## config.mk

```make
export PLATFORM = sky130hd
export DESIGN_NAME = mcu_sched_flat
export DESIGN_NICKNAME = d
export VERILOG_FILES = /design/src/rtl/mcu_sched_if.sv /design/src/rtl/mcu_sched.sv /design/src/flat_wrapper.sv
export SDC_FILE = /design/constraint.sdc
export NUM_CORES = 1
export LEC_CHECK = 0
export CORE_MARGIN = 1
export CORE_UTILIZATION = 45
export CTS_CLUSTER_DIAMETER = 150
export DETAILED_ROUTE_END_ITERATION = 10
export DONT_BUFFER_PORTS = 1
export SYNTH_ARGS = -nofsm -noshare
export SYNTH_HDL_FRONTEND = slang
export SYNTH_SLANG_ARGS = --single-unit
```

## constraint.sdc

```tcl
create_clock -name clk -period 2.5 [get_ports clk]
set_clock_uncertainty 0.05 [all_clocks]
set_input_delay 0.25 -clock clk [delete_from_list [all_inputs] [get_ports clk]]
set_output_delay 0.25 -clock clk [all_outputs]
set_load 0.02 [all_outputs]
```

## src/rtl/mcu_sched_if.sv

```systemverilog
// Upstream symbol channel feeding the MCU scheduler.
// The source drives the symbol fields; the scheduler returns sym_ready.
interface mcu_sched_if;
  logic       sym_valid;
  logic       sym_ready;
  logic       sym_eob;
  logic [3:0] sym_run;
  logic [9:0] sym_din;
  logic       sym_sign;
  logic [4:0] sym_size;

  modport master (
    output sym_valid, sym_eob, sym_run, sym_din, sym_sign, sym_size,
    input  sym_ready
  );

  modport slave (
    input  sym_valid, sym_eob, sym_run, sym_din, sym_sign, sym_size,
    output sym_ready
  );
endinterface

```

## src/rtl/mcu_sched.sv

```systemverilog
// Walks the 4:2:0 MCUs of a frame (Y,Y,Y,Y,Cb,Cr), tracks the AC coefficient
// position of each block and turns accepted symbols into registered packer strobes.
module mcu_sched (
  input  logic          clk,
  input  logic          nrst,
  input  logic          start,
  input  logic [11:0]   mcu_total,
  input  logic          stall,
  mcu_sched_if.slave    sym,
  output logic          den,
  output logic          eob,
  output logic          dc,
  output logic          lumenb,
  output logic          chromenb_u,
  output logic          chromenb_v,
  output logic          idle,
  output logic [9:0]    din,
  output logic          din_sign,
  output logic [4:0]    length_bit,
  output logic          flush,
  output logic          frame_done,
  output logic [2:0]    blk_idx,
  output logic [11:0]   mcu_cnt,
  output logic          err
);

  typedef enum logic [2:0] {S_IDLE, S_DC, S_AC, S_FLUSH, S_DONE} state_t;

  state_t      state_reg, state_next;
  logic [2:0]  blk_idx_reg, blk_idx_next;
  logic [11:0] mcu_cnt_reg, mcu_cnt_next;
  logic [11:0] mcu_total_reg, mcu_total_next;
  logic [6:0]  pos_reg, pos_next;
  logic        err_reg, err_next;

  logic        den_reg, den_next;
  logic        eob_reg, eob_next;
  logic        dc_reg, dc_next;
  logic [2:0]  sel_reg, sel_next;
  logic        idle_reg, idle_next;
  logic [9:0]  din_reg, din_next;
  logic        din_sign_reg, din_sign_next;
  logic [4:0]  length_bit_reg, length_bit_next;
  logic        flush_reg, flush_next;
  logic        frame_done_reg, frame_done_next;

  logic        ready;
  logic        xfer;
  logic        blk_end;
  logic [6:0]  pos_sum;
  logic [1:0]  comp;
  logic [2:0]  comp_sel;

  assign ready         = ((state_reg == S_DC) || (state_reg == S_AC)) && !stall;
  assign sym.sym_ready = ready;
  assign xfer          = sym.sym_valid && ready;
  assign pos_sum       = pos_reg + {3'b000, sym.sym_run} + 7'd1;

  // Component of the block being accepted: 0 = Y, 1 = Cb, 2 = Cr.
  assign comp = (blk_idx_reg < 3'd4) ? 2'd0 : ((blk_idx_reg == 3'd4) ? 2'd1 : 2'd2);

  generate
    for (genvar gi = 0; gi < 3; gi++) begin : g_comp_sel
      assign comp_sel[gi] = (comp == gi[1:0]);
    end
  endgenerate

  always_comb begin
    state_next      = state_reg;
    blk_idx_next    = blk_idx_reg;
    mcu_cnt_next    = mcu_cnt_reg;
    mcu_total_next  = mcu_total_reg;
    pos_next        = pos_reg;
    err_next        = err_reg;
    blk_end         = 1'b0;
    den_next        = 1'b0;
    eob_next        = 1'b0;
    dc_next         = 1'b0;
    sel_next        = 3'b000;
    idle_next       = 1'b1;
    din_next        = din_reg;
    din_sign_next   = din_sign_reg;
    length_bit_next = length_bit_reg;

    case (state_reg)
      S_IDLE: begin
        if (start) begin
          blk_idx_next   = 3'd0;
          mcu_cnt_next   = 12'd0;
          err_next       = 1'b0;
          pos_next       = 7'd0;
          mcu_total_next = mcu_total;
          state_next     = (mcu_total == 12'd0) ? S_FLUSH : S_DC;
        end
      end
      S_DC: begin
        if (xfer) begin
          den_next   = 1'b1;
          dc_next    = 1'b1;
          pos_next   = 7'd1;
          state_next = S_AC;
        end
      end
      S_AC: begin
        if (xfer) begin
          if (sym.sym_eob) begin
            eob_next = 1'b1;
            blk_end  = 1'b1;
          end else begin
            den_next = 1'b1;
            pos_next = pos_sum;
            // Landing exactly on 64 is a legal full block; beyond it is an overrun.
            if (pos_sum >= 7'd64) blk_end = 1'b1;
            if (pos_sum > 7'd64)  err_next = 1'b1;
          end
        end
      end
      S_FLUSH: state_next = S_DONE;
      S_DONE:  state_next = S_IDLE;
      default: state_next = S_IDLE;
    endcase

    if (xfer) begin
      idle_next       = 1'b0;
      sel_next        = comp_sel;
      din_next        = sym.sym_din;
      din_sign_next   = sym.sym_sign;
      length_bit_next = sym.sym_size;
    end

    if (blk_end) begin
      pos_next = 7'd0;
      if (blk_idx_reg < 3'd5) begin
        blk_idx_next = blk_idx_reg + 3'd1;
        state_next   = S_DC;
      end else begin
        blk_idx_next = 3'd0;
        mcu_cnt_next = mcu_cnt_reg + 12'd1;
        state_next   = (mcu_cnt_reg + 12'd1 == mcu_total_reg) ? S_FLUSH : S_DC;
      end
    end

    flush_next      = (state_next == S_FLUSH);
    frame_done_next = (state_next == S_DONE);
  end

  always_ff @(posedge clk or negedge nrst) begin
    if (!nrst) begin
      state_reg      <= S_IDLE;
      blk_idx_reg    <= 3'd0;
      mcu_cnt_reg    <= 12'd0;
      mcu_total_reg  <= 12'd0;
      pos_reg        <= 7'd0;
      err_reg        <= 1'b0;
      den_reg        <= 1'b0;
      eob_reg        <= 1'b0;
      dc_reg         <= 1'b0;
      sel_reg        <= 3'b000;
      idle_reg       <= 1'b1;
      din_reg        <= 10'd0;
      din_sign_reg   <= 1'b0;
      length_bit_reg <= 5'd0;
      flush_reg      <= 1'b0;
      frame_done_reg <= 1'b0;
    end else begin
      state_reg      <= state_next;
      blk_idx_reg    <= blk_idx_next;
      mcu_cnt_reg    <= mcu_cnt_next;
      mcu_total_reg  <= mcu_total_next;
      pos_reg        <= pos_next;
      err_reg        <= err_next;
      den_reg        <= den_next;
      eob_reg        <= eob_next;
      dc_reg         <= dc_next;
      sel_reg        <= sel_next;
      idle_reg       <= idle_next;
      din_reg        <= din_next;
      din_sign_reg   <= din_sign_next;
      length_bit_reg <= length_bit_next;
      flush_reg      <= flush_next;
      frame_done_reg <= frame_done_next;
    end
  end

  assign den        = den_reg;
  assign eob        = eob_reg;
  assign dc         = dc_reg;
  assign lumenb     = sel_reg[0];
  assign chromenb_u = sel_reg[1];
  assign chromenb_v = sel_reg[2];
  assign idle       = idle_reg;
  assign din        = din_reg;
  assign din_sign   = din_sign_reg;
  assign length_bit = length_bit_reg;
  assign flush      = flush_reg;
  assign frame_done = frame_done_reg;
  assign blk_idx    = blk_idx_reg;
  assign mcu_cnt    = mcu_cnt_reg;
  assign err        = err_reg;

endmodule

```

## src/flat_wrapper.sv

```systemverilog
// flat-port wrapper written by rule: the top's interface ports become plain ports
module mcu_sched_flat 
  (clk, nrst, start, mcu_total, stall, den, eob, dc, lumenb, chromenb_u, chromenb_v, idle, din, din_sign, length_bit, flush, frame_done, blk_idx, mcu_cnt, err, sym_sym_valid, sym_sym_eob, sym_sym_run, sym_sym_din, sym_sym_sign, sym_sym_size, sym_sym_ready);
  mcu_sched_if sym_i ();
  input  logic clk;
  input  logic nrst;
  input  logic start;
  input  logic [11:0] mcu_total;
  input  logic stall;
  output logic den;
  output logic eob;
  output logic dc;
  output logic lumenb;
  output logic chromenb_u;
  output logic chromenb_v;
  output logic idle;
  output logic [9:0] din;
  output logic din_sign;
  output logic [4:0] length_bit;
  output logic flush;
  output logic frame_done;
  output logic [2:0] blk_idx;
  output logic [11:0] mcu_cnt;
  output logic err;
  input wire logic [$bits(sym_i.sym_valid)-1:0] sym_sym_valid;
  input wire logic [$bits(sym_i.sym_eob)-1:0] sym_sym_eob;
  input wire logic [$bits(sym_i.sym_run)-1:0] sym_sym_run;
  input wire logic [$bits(sym_i.sym_din)-1:0] sym_sym_din;
  input wire logic [$bits(sym_i.sym_sign)-1:0] sym_sym_sign;
  input wire logic [$bits(sym_i.sym_size)-1:0] sym_sym_size;
  output wire logic [$bits(sym_i.sym_ready)-1:0] sym_sym_ready;
  assign sym_i.sym_valid = sym_sym_valid;
  assign sym_i.sym_eob = sym_sym_eob;
  assign sym_i.sym_run = sym_sym_run;
  assign sym_i.sym_din = sym_sym_din;
  assign sym_i.sym_sign = sym_sym_sign;
  assign sym_i.sym_size = sym_sym_size;
  assign sym_sym_ready = sym_i.sym_ready;
  mcu_sched u_core (.clk(clk), .nrst(nrst), .start(start), .mcu_total(mcu_total), .stall(stall), .sym(sym_i), .den(den), .eob(eob), .dc(dc), .lumenb(lumenb), .chromenb_u(chromenb_u), .chromenb_v(chromenb_v), .idle(idle), .din(din), .din_sign(din_sign), .length_bit(length_bit), .flush(flush), .frame_done(frame_done), .blk_idx(blk_idx), .mcu_cnt(mcu_cnt), .err(err));
endmodule
```

==> impl_metrics.py <==
metrics = {
    "global_routing": {
        "grt_pass1_vias": 2802,
        "grt_overflow": 0,
        "grt_usage": 0.227,
        "grt_pass1_wl_um": 13400,
        "grt_max_degree": 64,
        "antenna_found_initial": 0,
    },
    "routing": {
        "drc_errors": 0,
        "wirelength_um": 8670,
        "ant_nets": 0,
        "via_count": 2956,
        "first_pass_iters": 5,
        "vias_per_cell": 5.41,
        "drt_first_iter_violations": 147,
        "avgRoutedWirePerCell_um": 15.9,
    },
    "logic_synthesis": {
        "synth_seq_cells": 63,
        "yosys-top-cells-area": "dfrtp_1 (46%), nand2_1 (11%), a21oi_1 (2.8%), ha_1 (2.6%), nor2_1 (2.2%)",
        "postSynthCellCount": 381,
        "ys_seq_area_frac": 0.466,
        "yosys.area.top_type": "dfrtp_1",
        "yosysWarningCount": 0,
        "synth_cell_types": 55,
        "synth_mux_area_frac": 0.00592,
        "synth.most_common_cell": "nand2_1",
        "synth_edf_count": 0,
        "synth_fa_ha_area_frac": 0.0318,
        "syn_area_mm2": 0.00338,
        "syn-mean-instance-area_um2": 8.88,
        "synth_compound_area_frac": 0.138,
        "synth_top_area_frac": 0.459,
        "synth_xor_area_frac": 0.0414,
        "ys.flop_type": "dfrtp_1",
        "synth_top_family_by_area": "simple AND/OR/NAND/NOR gates",
        "synth-simple-area-share": 0.273,
        "async_flop_share": 1.00,
        "yosys-top-cells-count": "nand2_1 (100), dfrtp_1 (62), nor2_1 (20), a21oi_1 (19), inv_1 (18)",
        "syn_nets": 427,
    },
    "placed_design": {
        "postPlaceCellArea_mm2": 0.00369,
        "dp_hpwl_um": 5900,
        "gp_congestion": 0.835,
        "portBuffers": 0,
    },
    "floorplan": {
        "die_area_mm2": 0.00787,
        "die_h_um": 88.7,
        "coreArea_mm2": 0.00725,
        "rows": 31,
        "io_pins": 80,
        "die_w_um": 88.7,
        "start_util": 0.466,
    },
    "critical_path": {
        "critPathMaxFanout": 7,
        "reg2reg_depth": 10,
        "rr_startpoint": "u_core.pos_reg[0]",
        "crit_family": "simple AND/OR/NAND/NOR gates",
        "cp-start-kind": "register",
        "cp_common_cell": "and3_4",
        "critPathMaxStageDelay_ns": 0.56,
        "crit_path_end_kind": "register",
        "path_buf_inv": 2,
        "worstPathCellList": "inv_1, ha_2, inv_2, fa_2, a21o_1, a21oi_4, or4b_4, and3_4, and3_4, a221o_1",
        "critical_path.slowest_cell": "or4b_4",
        "worst_r2r_endpoint": "u_core.mcu_cnt[7]",
        "crit_arrival_ns": 2.65,
        "cp.required_ns": 2.67,
        "r2r_slack_ns": 0.01,
        "path_class": "register to register",
    },
    "timing": {
        "final.setup.tns_ns": 0,
        "fin_crit_ns": 2.49,
        "hold_violations": 0,
        "slew_violations": 0,
        "grt_setup_unrepaired": "true",
        "worst_slew_pin_slew_ns": 0.906,
        "holdWs_ns": 0.0210,
        "max_freq_mhz": 402,
        "period_share": 0.995,
        "setup_violations": 0,
        "max_slew_margin": 0.390,
    },
    "power": {
        "p_per_area_mw_per_mm2": 858,
        "ir_drop_v": 0.000460,
        "power.static_leakage_nw": 2.05,
    },
    "layout": {
        "fin_nets": 488,
        "n_antenna_cell": 0,
        "final_area_mm2": 0.00427,
        "drive_above_1_share": 0.172,
        "syn_to_final_growth_pct": 26.1,
        "final.fill_count": 640,
    },
    "clock_tree": {
        "cts.path.max_buffers": 2,
        "htree_levels": 3,
        "tritoncts": "yes",
        "path_clk_slew_ns": 0.07,
        "clockRootBuffer": "clkbuf_8",
        "clk_latency_ns": 0.34,
        "clock-sinks": 63,
        "cts_inserted_buffers": 9,
    },
    "worst_hold_path": {
        "hold_end": "u_core.mcu_total_reg[2]",
        "whs_path_depth": 2,
        "hp-start": "mcu_total[2]",
        "min_path_type": "input port to register",
    },
    "status": {
        "status": "finished clean",
    },
    "job": {
        "drv_cap": 0,
    },
}
[logic make-up after synthesis]
logic type	Yosys count
xor gates and xnor gates	16
DFF	63
AOI/OAI and AO/OA	68
muxes	2
and+or+nand+nor	190
buffers and inverters	34
adders and majority gates	8
[placed cells by master (no fill, tap or decap), types with 6 or more instances in the layout]
cell type / count
nand2_1: 100
or3_1: 8
clkbuf_8: 10
a21oi_1: 16
dlygate4sd3_1: 29
a21o_1: 7
ha_1: 6
nand3_1: 11
xnor2_1: 8
xor2_1: 8
nor3_1: 6
dfrtp_1: 62
nand2b_1: 6
nor2_1: 19
and3_1: 9
buf_4: 33
inv_1: 17
o21ai_0: 12
[through the flow]
| stage | utilization | worst slack [ns] | cells | power (mW) |
|---|---|---|---|---|
| 5_1_grt | 0.588 | -0.0772 | 546 | 3.91 |
| 3_3_place_gp | 0.509 | -0.0989 | 499 | 2.69 |
| 4_1_cts | 0.580 | 0.0124 | 545 | 3.63 |
| 6_report | 0.588 | 0.0122 | 546 | 3.66 |
| 3_5_place_dp | 0.509 | -0.185 | 499 | 2.73 |
| 2_1_floorplan | - | 0.0220 | 381 | 2.41 |
[worst max-delay path by stage]
stage                                endpoint  cells past startpoint              start  slack [ns]
final                       u_core.mcu_cnt[7]                     10  u_core.pos_reg[0]        0.01
after global routing        u_core.mcu_cnt[7]                     10  u_core.pos_reg[0]       -0.08
after CTS                   u_core.mcu_cnt[3]                     10  u_core.pos_reg[0]        0.01
after detailed placement    u_core.mcu_cnt[3]                     10  u_core.pos_reg[0]       -0.19
after global placement      u_core.mcu_cnt[7]                     10  u_core.pos_reg[0]        -0.1
after floorplan           u_core.state_reg[1]                      7  u_core.mcu_cnt[0]        0.02
[timing repair]
action / 4_1_cts / 5_1_grt
resized for setup: 6 / 14
setup endpoints to repair: 13 / 21
buffers inserted: 0 / 1
endpoints found under the hold margin: 92 / 0
hold buffers: 30 / 0
pin swaps: 0 / 9
[layout make-up]
| class | instances | area [um2] | area share |
|---|---|---|---|
| clock inverters | 6 | 45.0 | 0.0106 |
| clock buffers | 10 | 138 | 0.0323 |
| flip-flops and latches | 63 | 1580 | 0.370 |
| repair buffers | 65 | 588 | 0.138 |
| multi-input cells | 284 | 1720 | 0.404 |
| well taps | 99 | 124 | 0.0290 |
| inverters | 19 | 71.3 | 0.0167 |
[per-layer routing]
layer	share of wire	global-route usage	wire, um
met5	0	0	0
met4	0.0060	0.0616	52
met3	0.079	0.0634	687
met2	0.46	0.358	4000
met1	0.45	0.309	3930
[power breakdown]
group | leakage (nW) | switching, mW | internal (mW)
clock | 0.0849 | 0.430 | 0.390
combinational | 1.13 | 0.650 | 0.488
sequential | 0.828 | 0.399 | 1.30
total | 2.05 | 1.48 | 2.18
Power figures use the tool's default switching activity.
